<file path="src/rtl/bit_serializer_if.sv">
// bit_serializer_if: word handshake and serial-stream signals of the bit serializer.
interface bit_serializer_if #(parameter int WIDTH = 8);
    logic [WIDTH-1:0] din;
    logic             din_valid;
    logic             din_ready;
    logic             flush;
    logic             ser_out;
    logic             ser_valid;
    logic             frame_done;
    logic             busy;
    modport master (output din, din_valid, flush, input din_ready, ser_out, ser_valid, frame_done, busy);
    modport slave  (input din, din_valid, flush, output din_ready, ser_out, ser_valid, frame_done, busy);
endinterface

</file>
<file path="src/rtl/bit_serializer.sv">
// bit_serializer: shifts WIDTH-bit words out one bit per clock with gapless back-to-back framing.
module bit_serializer #(
    parameter int WIDTH      = 8,
    parameter bit MSB_FIRST  = 1'b1,
    parameter bit IDLE_LEVEL = 1'b0
) (
    input  logic             clk,
    input  logic             rst_n,
    bit_serializer_if.slave  s
);
    typedef enum logic {IDLE, SHIFT} state_t;
    localparam int CW = $clog2(WIDTH);
    state_t           r_state, w_state_nx;
    logic [WIDTH-1:0] r_sr, w_sr_nx;
    logic [CW-1:0]    r_cnt, w_cnt_nx;
    logic             r_ser_out, w_ser_out_nx;
    logic             r_ser_valid, w_ser_valid_nx;
    logic             w_last, w_ready, w_accept;
    assign w_last   = r_cnt == '0;
    assign w_ready  = !s.flush && (r_state == IDLE || w_last);
    assign w_accept = s.din_valid && w_ready;
    always_ff @(posedge clk or negedge rst_n) begin
        if (!rst_n) begin
            r_state     <= IDLE;
            r_sr        <= '0;
            r_cnt       <= '0;
            r_ser_out   <= IDLE_LEVEL;
            r_ser_valid <= 1'b0;
        end else begin
            r_state     <= w_state_nx;
            r_sr        <= w_sr_nx;
            r_cnt       <= w_cnt_nx;
            r_ser_out   <= w_ser_out_nx;
            r_ser_valid <= w_ser_valid_nx;
        end
    end
    // Flush outranks accept; a load on the last bit keeps the stream gapless.
    always_comb begin
        w_state_nx     = r_state;
        w_sr_nx        = r_sr;
        w_cnt_nx       = r_cnt;
        w_ser_out_nx   = r_ser_out;
        w_ser_valid_nx = r_ser_valid;
        if (s.flush || (r_state == SHIFT && w_last && !w_accept)) begin
            w_state_nx     = IDLE;
            w_cnt_nx       = '0;
            w_ser_out_nx   = IDLE_LEVEL;
            w_ser_valid_nx = 1'b0;
        end else if (w_accept) begin
            w_state_nx     = SHIFT;
            w_sr_nx        = s.din;
            w_cnt_nx       = CW'(WIDTH - 1);
            w_ser_out_nx   = MSB_FIRST ? s.din[WIDTH-1] : s.din[0];
            w_ser_valid_nx = 1'b1;
        end else if (r_state == SHIFT) begin
            w_sr_nx      = MSB_FIRST ? r_sr << 1 : r_sr >> 1;
            w_ser_out_nx = MSB_FIRST ? r_sr[WIDTH-2] : r_sr[1];
            w_cnt_nx     = r_cnt - CW'(1);
        end
    end
    assign s.din_ready  = w_ready;
    assign s.ser_out    = r_ser_out;
    assign s.ser_valid  = r_ser_valid;
    assign s.frame_done = r_ser_valid && w_last;
    assign s.busy       = r_state == SHIFT;
endmodule

</file>
<file path="src/flat_wrapper.sv">
// flat-port wrapper written by rule: the top's interface ports become plain ports
module bit_serializer_flat 
#(
    parameter int WIDTH      = 8,
    parameter bit MSB_FIRST  = 1'b1,
    parameter bit IDLE_LEVEL = 1'b0
)
  (clk, rst_n, s_din, s_din_valid, s_flush, s_din_ready, s_ser_out, s_ser_valid, s_frame_done, s_busy);
  bit_serializer_if #(.WIDTH(WIDTH)) s_i ();
  input  logic clk;
  input  logic rst_n;
  input wire logic [$bits(s_i.din)-1:0] s_din;
  input wire logic [$bits(s_i.din_valid)-1:0] s_din_valid;
  input wire logic [$bits(s_i.flush)-1:0] s_flush;
  output wire logic [$bits(s_i.din_ready)-1:0] s_din_ready;
  output wire logic [$bits(s_i.ser_out)-1:0] s_ser_out;
  output wire logic [$bits(s_i.ser_valid)-1:0] s_ser_valid;
  output wire logic [$bits(s_i.frame_done)-1:0] s_frame_done;
  output wire logic [$bits(s_i.busy)-1:0] s_busy;
  assign s_i.din = s_din;
  assign s_i.din_valid = s_din_valid;
  assign s_i.flush = s_flush;
  assign s_din_ready = s_i.din_ready;
  assign s_ser_out = s_i.ser_out;
  assign s_ser_valid = s_i.ser_valid;
  assign s_frame_done = s_i.frame_done;
  assign s_busy = s_i.busy;
  bit_serializer #(.WIDTH(WIDTH), .MSB_FIRST(MSB_FIRST), .IDLE_LEVEL(IDLE_LEVEL)) u_core (.clk(clk), .rst_n(rst_n), .s(s_i));
endmodule
</file>
<file path="config.mk">
export PLATFORM = sky130hd
export DESIGN_NAME = bit_serializer_flat
export DESIGN_NICKNAME = d
export VERILOG_FILES = /design/src/rtl/bit_serializer_if.sv /design/src/rtl/bit_serializer.sv /design/src/flat_wrapper.sv
export SDC_FILE = /design/constraint.sdc
export NUM_CORES = 1
export LEC_CHECK = 0
export BUFFER_PORTS_ARGS = -buffer_cell sky130_fd_sc_hd__buf_2
export CAP_MARGIN = 5
export CORE_MARGIN = 3
export CORE_UTILIZATION = 45
export DETAILED_ROUTE_END_ITERATION = 16
export GPL_TIMING_DRIVEN = 0
export PLACE_DENSITY = 0.84
export SKIP_CTS_REPAIR_TIMING = 1
export SYNTH_ARGS = -nofsm -noshare
export SYNTH_HDL_FRONTEND = slang
export SYNTH_SLANG_ARGS = --single-unit
</file>
<file path="constraint.sdc">
create_clock -name clk -period 1.6 [get_ports clk]
set_clock_uncertainty 0.05 [all_clocks]
set_input_delay 0.32 -clock clk [delete_from_list [all_inputs] [get_ports clk]]
set_output_delay 0.32 -clock clk [all_outputs]
set_load 0.02 [all_outputs]
</file>
==> summary.md, run 1 <==
| Metric | Value |
|---|---|
| Status | `finished, violations left` |
| Failing checks | `negative setup slack` |
| Vias | `around 660` |
| Design Area, Final | `around 940 um2` |
| Post-synth ARST share | `1.00` |
| Final Hold Fails | `0` |
| I/O Pins | `17` |
| Hold WC Path Type | `input port to flip-flop` |
| Mux cell area share after synthesis | `0` |
| Clock latency on the worst-skew pair | `between 0.2 and 0.3 ns` |
| Largest family of logic cells by synthesized area | `compound AO/OA/AOI/OAI gates` |
| FF-to-FF path depth | `6` |
| Register area share after synthesis | `0.430` |
| Reg-to-Reg Start | `u_core.r_cnt[0]$_DFFE_PN0P_` |
| Post-Synthesis Cells | `between 70 and 80` |
| Unique cell type count in the Yosys netlist | `24` |
| Initial antenna violation count | `0` |
| Placed Area | `802 um2` |
| Share of the synthesized area in the top cell type | `0.430` |
| Vias per inst | `approximately 5.8` |
| Avg Cell Area, Syn | `just under 10 um2` |
| Slew @ Worst Pin | `~0.46 ns` |
| Clock transition at the registers of the reported paths | `around 0.07 ns` |
| Drt pass-1 iters | `4` |
| Reg2reg setup slack | `-0.01 ns` |
| Peak Freq | `0.578 GHz` |
| Routability Congestion | `between 0.7 and 0.8` |
| Worst path cell trace | `inv_2 -> ha_4 -> nor2b_4 -> nor2_4 -> nor2_2 -> buf_6` |
| Post-synth EDFFs | `0` |
| Worst Setup EP | `s_din_ready` |
| Critical Path AT | `approximately 1.4 ns` |
| Max Fanout on Critical Path | `4` |
| Die W | `between 40 and 50 um` |
| Rel. slew slack | `0.696` |
| Data required time of the worst path | `1.23 ns` |
| Cell Pwr Density | `between 900 and 1000 mW/mm2` |
| Die ar. | `0.00206 mm2` |
| Initial Util | `0.505` |
| Synthesis Warnings | `0` |
| Total track usage | `0.164` |
| Xor/xnor share of the synthesized area | `0` |
| Largest net degree at the start of global routing | `13` |
| Total CTS buffers | `3` |
| Top-count cell post-synth | `dfrtp_1` |
| RSZ-0062 raised after global routing | `yes` |
| Routed wire length | `1.62 mm` |
| Layout cell share with drive strength beyond 1 | `0.459` |
| Port Buffers | `16` |
| Synth top area cells | `dfrtp_1 43%, a221oi_2 13%, a211oi_1 6.5%` |
| HPWL after DPL | `1.14 mm` |
| Sequential power share | `0.429` |
| # diodes | `0` |
| Critical path capture point type | `output pin` |
| Crit path largest cell delay | `around 0.40 ns` |
| CTS tree | `built` |
| Synth area leader | `dfrtp_1` |
| Clock root cell | `clkbuf_4` |
| Cell Area, Synth | `about 700 um2` |
| Initial DRC Count | `17` |
| Syn nets | `85` |
| Worst path bufs/invs | `2` |
| Vias in the first global route | `603` |
| Final Max Slew Viols | `0` |
| Clk buf depth | `2` |
| Clk sink count | `12` |
| Most frequent cells after synthesis | `12 x dfrtp_1, 10 x inv_1, 9 x nor2_1, 6 x a211oi_1, 6 x a221oi_2` |
| Maxcap violations | `0` |
| Inst Count DP | `102` |
| Net Sw Frac | `0.331` |
| Final ANT Viol Nets | `0` |
| Area Growth Syn to Fin | `34.1%` |
| Num rows | `13` |
| Critical path's top delay family | `flip-flops` |
| Combinational power share | `0.381` |
| DRC | `0` |
| Core ar. | `roughly 0.0014 mm2` |
| Final WS setup | `-0.129 ns` |
| Post-synthesis adder-cell area fraction | `0.0358` |
| Clock group share of total power | `0.191` |
| Setup TNS | `-0.192 ns` |
| Total gr overflow | `0` |
| Period utilization | `1.08` |
| First-pass GRT wire length | `between 2 and 2.5 mm` |
| Leak | `~0.45 nW` |
| Crit Path Class | `flip-flop to output pin` |
| Final setup fails | `3` |
| WL/cell | `approximately 14 um` |
| Final nets | `between 100 and 150` |
| Post-Synth Simple-Gate Area | `0.116` |
| Reg-to-reg endpoint | `u_core.r_sr[6]$_DFFE_PN0P_` |
| Area fraction in compound gates after synthesis | `0.326` |
| #FFs+latches synth | `12` |
| Minimum clock period | `between 1.5 and 2 ns` |
| Internal | `roughly 0.00061 W` |
| Slowest CP cell | `dfrtp_1` |
| Sw power | `~0.0003 W` |
| VDD IR max | `0.650 mV` |
| Worst Setup Start Kind | `flip-flop` |
| Final Non-Filler Cells | `around 110` |
| Synth Flop Type | `dfrtp_1` |
| # H-tree levels | `1` |
| CP Depth | `6` |
| CP Launch Point | `u_core.r_cnt[0]$_DFFE_PN0P_` |
| Die Ht | `~45 um` |
## worst min path at each step
stage	startpoint	depth (start not counted)	end
6_report	s_din[0]	3	u_core.r_sr[0]$_DFFE_PN0P_
3_5_place_dp	rst_n	1	u_core.r_sr[4]$_DFFE_PN0P_
5_1_grt	s_din[7]	3	u_core.s.ser_out$_DFFE_PN0P_
3_3_place_gp	rst_n	1	u_core.r_sr[5]$_DFFE_PN0P_
2_1_floorplan	rst_n	0	u_core.r_cnt[0]$_DFFE_PN0P_
4_1_cts	rst_n	1	u_core.r_sr[4]$_DFFE_PN0P_
## worst register-to-register path, cell delays in order, from the launching register on
cell and delay (ns):
dfrtp_1 0.37, inv_2 0.06, ha_4 0.16, nor2b_4 0.14
buf_4 0.14, o31a_4 0.33, a221oi_2 0.28
## cell usage in the layout (no fill, tap or decap), drive strengths merged, types with 2 or more instances in the layout
cell	Yosys	layout
nor2	10	10
a31oi	2	2
buf	1	25
o21ai	2	2
a221oi	6	6
ha	2	2
clkbuf	3	5
a211oi	6	6
nand2b	3	3
inv	12	12
a32oi	2	2
a21oi	2	2
dfrtp	12	12
## power by group through the flow
stage	clock network (W)	registers, W	logic [W]
3_5_place_dp	0	0.000393	0.000265
2_1_floorplan	0	0.000392	0.000193
6_report	0.000174	0.000391	0.000347
5_1_grt	0.000199	0.000396	0.000380
4_1_cts	0.000183	0.000387	0.000266
3_3_place_gp	0	0.000390	0.000257
## kinds of logic (layout without fill, tap and decap cells)
| family | Yosys count | after routing |
|---|---|---|
| AOI/OAI and AO/OA | 24 | 24 |
| and+or+nand+nor | 17 | 17 |
| buffers and inverters | 16 | 43 |
| DFF | 12 | 12 |
| adders and majority gates | 2 | 2 |
## registers in the layout (all words and copies together) (netlist names)
register / count
u_core.r_sr: 7
u_core.s.ser_out: 1
u_core.r_cnt: 3
u_core.s.busy: 1
## final cells by class
cell class,instances,area [um2]
Fill cell,95,447
Multi-Input combinational cell,43,372
Sequential cell,12,300
Timing Repair Buffer,25,163
Inverter,12,45.0
Clock buffer,3,22.5
Tap cell,15,18.8
Buffer,3,15.0
## metal layers
layer / part of all wire / vias to the layer above / routed length [um] / global-route usage
li1: - / 315 / - / -
met1: 0.38 / 319 / 620 / 0.189
met2: 0.54 / 18 / 877 / 0.281
met3: 0.057 / 4 / 92 / 0.0593
met4: 0.018 / 0 / 29 / 0.0468
met5: 0 / - / 0 / 0
## through the flow
| step | hold WS [ns] | worst slack (ns) | util | power, W |
|---|---|---|---|---|
| floorplan | -0.0256 | 0.0259 | - | 0.000584 |
| global placement | 0.158 | -0.163 | 0.580 | 0.000647 |
| global route | 0.289 | -0.209 | 0.677 | 0.000975 |
| finish | 0.292 | -0.129 | 0.677 | 0.000911 |
| CTS | -0.128 | -0.478 | 0.596 | 0.000835 |
| detailed placement | 0.161 | -0.182 | 0.580 | 0.000658 |
(Power assumes the default switching activity.)
==> run 2: changes to the inputs <==
--- a/config.mk
+++ b/config.mk
@@ -9,9 +9,10 @@
 export CAP_MARGIN = 5
 export CORE_MARGIN = 3
 export CORE_UTILIZATION = 45
+export CTS_BUF_LIST = sky130_fd_sc_hd__clkbuf_2
 export DETAILED_ROUTE_END_ITERATION = 16
 export GPL_TIMING_DRIVEN = 0
-export PLACE_DENSITY = 0.84
+export PLACE_DENSITY = 0.81
 export SKIP_CTS_REPAIR_TIMING = 1
 export SYNTH_ARGS = -nofsm -noshare
 export SYNTH_HDL_FRONTEND = slang
==> constraint.sdc (replaced) <==
create_clock -name clk -period 2 [get_ports clk]
set_clock_uncertainty 0.05 [all_clocks]
set_input_delay 0.2 -clock clk [delete_from_list [all_inputs] [get_ports clk]]
set_output_delay 0.2 -clock clk [all_outputs]
set_load 0.02 [all_outputs]
==> run 2 against run 1 <==
Effect of this change: the flow now finishes without violations; hold slack worse by 0.15 ns; power is 27% lower; via count is 8.7% lower; die area stayed put; critical path depth stayed put; non-clock buffer count is 7 lower; global-route usage is 0.46 points higher; clock power is 25% lower; register-to-register slack better by 0.37 ns; final area is 10% lower; critical path type unchanged.
==> summary.md, run 2 (same netlist as run 1, synthesis figures left out) <==
| Metric | Value |
|---|---|
| Clk sink count | `12 (unchanged)` |
| Hold path startpoint | `s_din[0]` |
| Initial antenna violation count | `0 (unchanged)` |
| Leak | `0.404 nW (-9.9%)` |
| Die Ht | `45.4 um (unchanged)` |
| Die ar. | `0.00206 mm2 (unchanged)` |
| Num rows | `13 (unchanged)` |
| Routability Congestion | `0.725 (-2.8%)` |
| Biggest regs | `u_core.r_sr: 7 flops, u_core.r_cnt: 3 flops` |
| Pre-CTS WS | `0.287 ns (+0.469 ns)` |
| CTS tree | `built` |
| Worst Setup Start Kind | `flip-flop` |
| Maxcap violations | `0 (unchanged)` |
| FF-to-FF path depth | `6 (unchanged)` |
| Final Hold Fails | `0 (unchanged)` |
| Design Area, Final | `838 um2 (-10%)` |
| CP Launch Point | `u_core.r_cnt[0]$_DFFE_PN0P_` |
| Final setup fails | `0 (-3)` |
| Vias | `599 (-8.7%)` |
| Most common cell after layout, fill and taps aside | `buf_2` |
| Final WS setup | `0.107 ns (+0.236 ns)` |
| Hold path cells | `3 (unchanged)` |
| Cell Pwr Density | `790 mW/mm2 (-19%)` |
| Critical path capture point type | `output pin` |
| Period utilization | `0.946` |
| Clock transition at the registers of the reported paths | `0.13 ns (+0.06 ns)` |
| Core ar. | `0.00138 mm2 (unchanged)` |
| Rel. slew slack | `0.695 (-0.00137)` |
| First-pass GRT wire length | `2.55 mm (+2.8%)` |
| Reg-to-reg endpoint | `u_core.r_sr[3]$_DFFE_PN0P_` |
| Initial DRC Count | `6 (-11)` |
| Final Max Slew Viols | `0 (unchanged)` |
| Clock latency on the worst-skew pair | `0.27 ns (about the same)` |
| Drt pass-1 iters | `4 (unchanged)` |
| Placed Area | `797 um2 (-0.62%)` |
| Worst hold margin | `0.137 ns (-0.155 ns)` |
| Max Fanout on Critical Path | `10 (+6)` |
| Layout cell share with drive strength beyond 1 | `0.337 (-0.122)` |
| Most frequent cells in the layout | `16 x buf_2, 12 x dfrtp_1, 10 x inv_1, 9 x nor2_1` |
| Reg-to-Reg Start | `u_core.r_cnt[0]$_DFFE_PN0P_` |
| Vias per inst | `5.60 (-3.6%)` |
| Slew @ Worst Pin | `0.457 ns (+0.00205 ns)` |
| I/O Pins | `17 (unchanged)` |
| Largest reg by FF count | `u_core.r_sr` |
| Fillers | `115 (+21%)` |
| VDD IR max | `0.527 mV (-19%)` |
| Data required time of the worst path | `1.75 ns (+0.52 ns)` |
| Critical Path AT | `1.64 ns (+0.28 ns)` |
| Worst Hold End | `u_core.r_sr[0]$_DFFE_PN0P_` |
| Largest register FFs | `7 (unchanged)` |
| Hold WC Path Type | `input port to flip-flop` |
| Clk buf depth | `2 (unchanged)` |
| Final nets | `107 (-6.1%)` |
| Minimum clock period | `between 1.5 and 2 ns` |
| Clock root cell | `clkbuf_2` |
| # H-tree levels | `1 (unchanged)` |
| Total CTS buffers | `3 (unchanged)` |
| Die W | `45.4 um (unchanged)` |
| Reg2reg setup slack | `0.36 ns (+0.37 ns)` |
| Total track usage | `0.169 (+0.00464)` |
| # diodes | `0 (unchanged)` |
| Total chip power | `0.000662 W (-27%)` |
| Port Buffers | `16 (unchanged)` |
| Routed wire length | `1.55 mm (-4.6%)` |
| WL/cell | `14.4 um (+0.72%)` |
| Peak Freq | `around 0.53 GHz` |
| Vias in the first global route | `587 (-2.7%)` |
| Status | `finished clean` |
| Largest net degree at the start of global routing | `13 (unchanged)` |
| Total gr overflow | `0 (unchanged)` |
| HPWL after DPL | `1.12 mm (-1.3%)` |
| RSZ-0062 raised after global routing | `no` |
| Final ANT Viol Nets | `0 (unchanged)` |
| Initial Util | `0.505 (unchanged)` |
| Area Growth Syn to Fin | `20.1%` |
| Crit Path Class | `flip-flop to output pin` |
| DRC | `0 (unchanged)` |
run 2: per-stage QoR:
step	utilization	instances	TNS, ns
2_1_floorplan	-	71	0
3_3_place_gp	0.576	102	0
3_5_place_dp	0.576	102	0
4_1_cts	0.590	106	-0.0306
5_1_grt	0.606	107	0
6_report	0.606	107	0
run 2: layout make-up:
cell class	instances	area, um2	area share
multi-input combinational	43	347	0.413
sequential	12	300	0.358
timing repair buffer	17	90.1	0.107
buffer	4	18.8	0.0224
inverter	12	45.0	0.0537
clock inverter	1	3.75	0.00448
clock buffer	3	15.0	0.0179
tap	15	18.8	0.0224
run 2: layer usage:
metal | share of wire | wire (um) | up-vias | GRT usage
li1 | - | - | 298 | -
met1 | 0.45 | 696 | 285 | 0.223
met2 | 0.50 | 771 | 14 | 0.273
met3 | 0.041 | 63 | 2 | 0.0237
met4 | 0.0091 | 14 | 0 | 0.0702
met5 | 0 | 0 | - | 0
run 2: worst max-delay path by stage:
stage | slack (ns) | to
2_1_floorplan | 0.40 | s_din_ready
3_3_place_gp | 0.34 | s_din_ready
3_5_place_dp | 0.29 | s_din_ready
4_1_cts | -0.03 | s_din_ready
5_1_grt | 0.0008 | s_frame_done
6_report | 0.11 | s_frame_done
run 2: report_power, final:
part / internal [W] / total (W) / switching (W)
clock: 0.0000434 / 0.000130 / 0.0000869
sequential: 0.000284 / 0.000312 / 0.0000281
combinational: 0.0000925 / 0.000220 / 0.000128
run 2: critical path, stage by stage (launching register included):
cell and delay (ns):
dfrtp_1 0.37, inv_1 0.07, ha_1 0.25, nand2b_1 0.08
clkbuf_1 0.37, nor2_1 0.07, buf_2 0.17
==> run 3: changes to the inputs <==
--- a/config.mk
+++ b/config.mk
@@ -11,9 +11,9 @@
 export CORE_UTILIZATION = 45
 export CTS_BUF_LIST = sky130_fd_sc_hd__clkbuf_2
 export DETAILED_ROUTE_END_ITERATION = 16
-export GPL_TIMING_DRIVEN = 0
-export PLACE_DENSITY = 0.81
+export PLACE_DENSITY = 0.73
 export SKIP_CTS_REPAIR_TIMING = 1
+export SLEW_MARGIN = 15
 export SYNTH_ARGS = -nofsm -noshare
 export SYNTH_HDL_FRONTEND = slang
 export SYNTH_SLANG_ARGS = --single-unit
==> run 3 against run 2 <==
Effect of this change: critical endpoint is now s_din_ready; largest cell class unchanged; first-iteration DRC count rose by 50%; flip-flop and latch count unchanged; non-clock buffer count shrank 3; utilization fell by 1.4 points; routed wire length down 8.4%.
==> summary.md, run 3 (same netlist as run 1, synthesis figures left out) <==
| Metric | Value |
|---|---|
| Fillers | `132 (+15%)` |
| Vias | `574 (-4.2%)` |
| Final setup fails | `0 (unchanged)` |
| Die ar. | `0.00206 mm2 (unchanged)` |
| Clock transition at the registers of the reported paths | `0.12 ns (about the same)` |
| Critical Path AT | `1.58 ns (-0.06 ns)` |
| Layout cell share with drive strength beyond 1 | `0.352 (+0.0153)` |
| Minimum clock period | `1.83 ns (-0.0596 ns)` |
| Design Area, Final | `818 um2 (-2.4%)` |
| I/O Pins | `17 (unchanged)` |
| HPWL after DPL | `1.02 mm (-8.7%)` |
| Final Max Slew Viols | `0 (unchanged)` |
| Critical path's top delay family | `simple AND/OR/NAND/NOR gates` |
| Clock latency on the worst-skew pair | `0.27 ns (about the same)` |
| Slowest CP cell | `dfrtp_1` |
| Rel. slew slack | `0.743 (+0.0476)` |
| Clock root cell | `clkbuf_2` |
| Max Fanout on Critical Path | `7 (-3)` |
| Status | `finished clean` |
| Uppermost layer routed | `met3` |
| Clk buf depth | `2 (unchanged)` |
| Total track usage | `0.152 (-0.0165)` |
| Biggest regs | `u_core.r_sr: 7 flops, u_core.r_cnt: 3 flops` |
| Die W | `45.4 um (unchanged)` |
| Storage element area | `300 um2 (unchanged)` |
| Cell Pwr Density | `773 mW/mm2 (-2.1%)` |
| WL met1 | `690 um (-0.86%)` |
| Initial Util | `0.505 (unchanged)` |
| Largest register FFs | `7 (unchanged)` |
| Port Buffers | `16 (unchanged)` |
| Worst path bufs/invs | `2 (-1)` |
| Initial DRC Count | `9 (+3)` |
| Worst hold margin | `0.156 ns (+0.0193 ns)` |
| Area Growth Syn to Fin | `17.2%` |
| CTS tree | `built` |
| Hold path startpoint | `s_din[7]` |
| Most common cell after layout, fill and taps aside | `buf_2` |
| Slew @ Worst Pin | `0.386 ns (-0.0714 ns)` |
| Routability Congestion | `0.724 (-0.15%)` |
| Routed wire length | `1.42 mm (-8.4%)` |
| WL/cell | `13.7 um (-4.9%)` |
| Metal3 WL | `84 um (+33%)` |
| Reg2reg setup slack | `0.40 ns (+0.04 ns)` |
| Period utilization | `0.917 (-0.0298)` |
| DRC | `0 (unchanged)` |
| Die Ht | `45.4 um (unchanged)` |
| First-pass GRT wire length | `2.22 mm (-13%)` |
| Crit path largest cell delay | `0.38 ns (about the same)` |
| Core ar. | `0.00138 mm2 (unchanged)` |
| Vias per inst | `5.57 (-0.45%)` |
| Peak Freq | `0.545 GHz (+3.3%)` |
| Met2 routed wirelength | `641 um (-17%)` |
| # diodes | `0 (unchanged)` |
| Drt pass-1 iters | `4 (unchanged)` |
| CP Launch Point | `u_core.r_cnt[0]$_DFFE_PN0P_` |
| # H-tree levels | `1 (unchanged)` |
| Total gr overflow | `0 (unchanged)` |
| Total CTS buffers | `3 (unchanged)` |
| RSZ-0062 raised after global routing | `no` |
| Final ANT Viol Nets | `0 (unchanged)` |
| VDD IR max | `0.395 mV (-25%)` |
| Critical path capture point type | `output pin` |
| Leak | `0.394 nW (-2.4%)` |
| Initial antenna violation count | `0 (unchanged)` |
| Most frequent cells in the layout | `16 x buf_2, 12 x dfrtp_1, 10 x inv_1, 9 x nor2_1` |
| Final nets | `104 (-2.8%)` |
| Setup TNS | `0 ns (unchanged)` |
| Hold WC Path Type | `input port to flip-flop` |
| Placed Area | `786 um2 (-1.4%)` |
| Clk sink count | `12 (unchanged)` |
| Data required time of the worst path | `1.75 ns (about the same)` |
| Area of the multi-input gates | `342 um2 (-1.4%)` |
| Maxcap violations | `0 (unchanged)` |
| Worst path cell trace | `inv_1 -> ha_1 -> nor2b_2 -> nor2_4 -> nor2_1 -> buf_2` |
| Worst Setup Start Kind | `flip-flop` |
| Num rows | `13 (unchanged)` |
| Largest net degree at the start of global routing | `15 (+2)` |
| Largest reg by FF count | `u_core.r_sr` |
| Vias in the first global route | `521 (-11%)` |
| Crit Path Class | `flip-flop to output pin` |
| Reg-to-Reg Start | `u_core.r_cnt[0]$_DFFE_PN0P_` |
| Final Hold Fails | `0 (unchanged)` |
run 3: worst reg2reg max path, cell delays in order (launching register included):
cell and delay (ns):
dfrtp_1 0.35, inv_1 0.07, ha_1 0.23, nor2b_2 0.20, o31a_4 0.35, a221oi_2 0.27
run 3: cell type report:
type / instances / area share
clock buffers: 3 / 0.0183
inverters: 12 / 0.0550
multi-input cells: 43 / 0.417
flip-flops and latches: 12 / 0.367
well taps: 15 / 0.0229
repair buffers: 18 / 0.119
run 3: layer usage:
layer	track usage	vias up
met2	0.223	15
met5	0	-
met4	0.0351	0
li1	-	290
met1	0.202	269
met3	0.0711	0
run 3: power by group:
group	total [W]	internal, W	switching (W)
logic	0.000212	0.0000872	0.000124
registers	0.000306	0.000284	0.0000222
clock network	0.000115	0.0000409	0.0000743
run 3: final timing paths:
path / endpoint / cells after the start
worst max-delay path: s_din_ready / 6
worst min-delay path: u_core.s.ser_out$_DFFE_PN0P_ / 3
worst max register to register: u_core.r_sr[1]$_DFFE_PN0P_ / 5
worst min register to register: u_core.r_sr[0]$_DFFE_PN0P_ / 1
max in group asynchronous: u_core.r_cnt[0]$_DFFE_PN0P_ / 2
min in group asynchronous: u_core.s.ser_out$_DFFE_PN0P_ / 2
run 3: metrics by stage:
stage	cells	util	power, W	setup slack (ns)
after global placement	99	0.568	0.000514	0.361
after floorplan	71	-	0.000465	0.396
after detailed placement	99	0.568	0.000518	0.350
after CTS	102	0.579	0.000635	0.0404
after global routing	103	0.592	0.000678	0.0333
final	103	0.592	0.000633	0.167
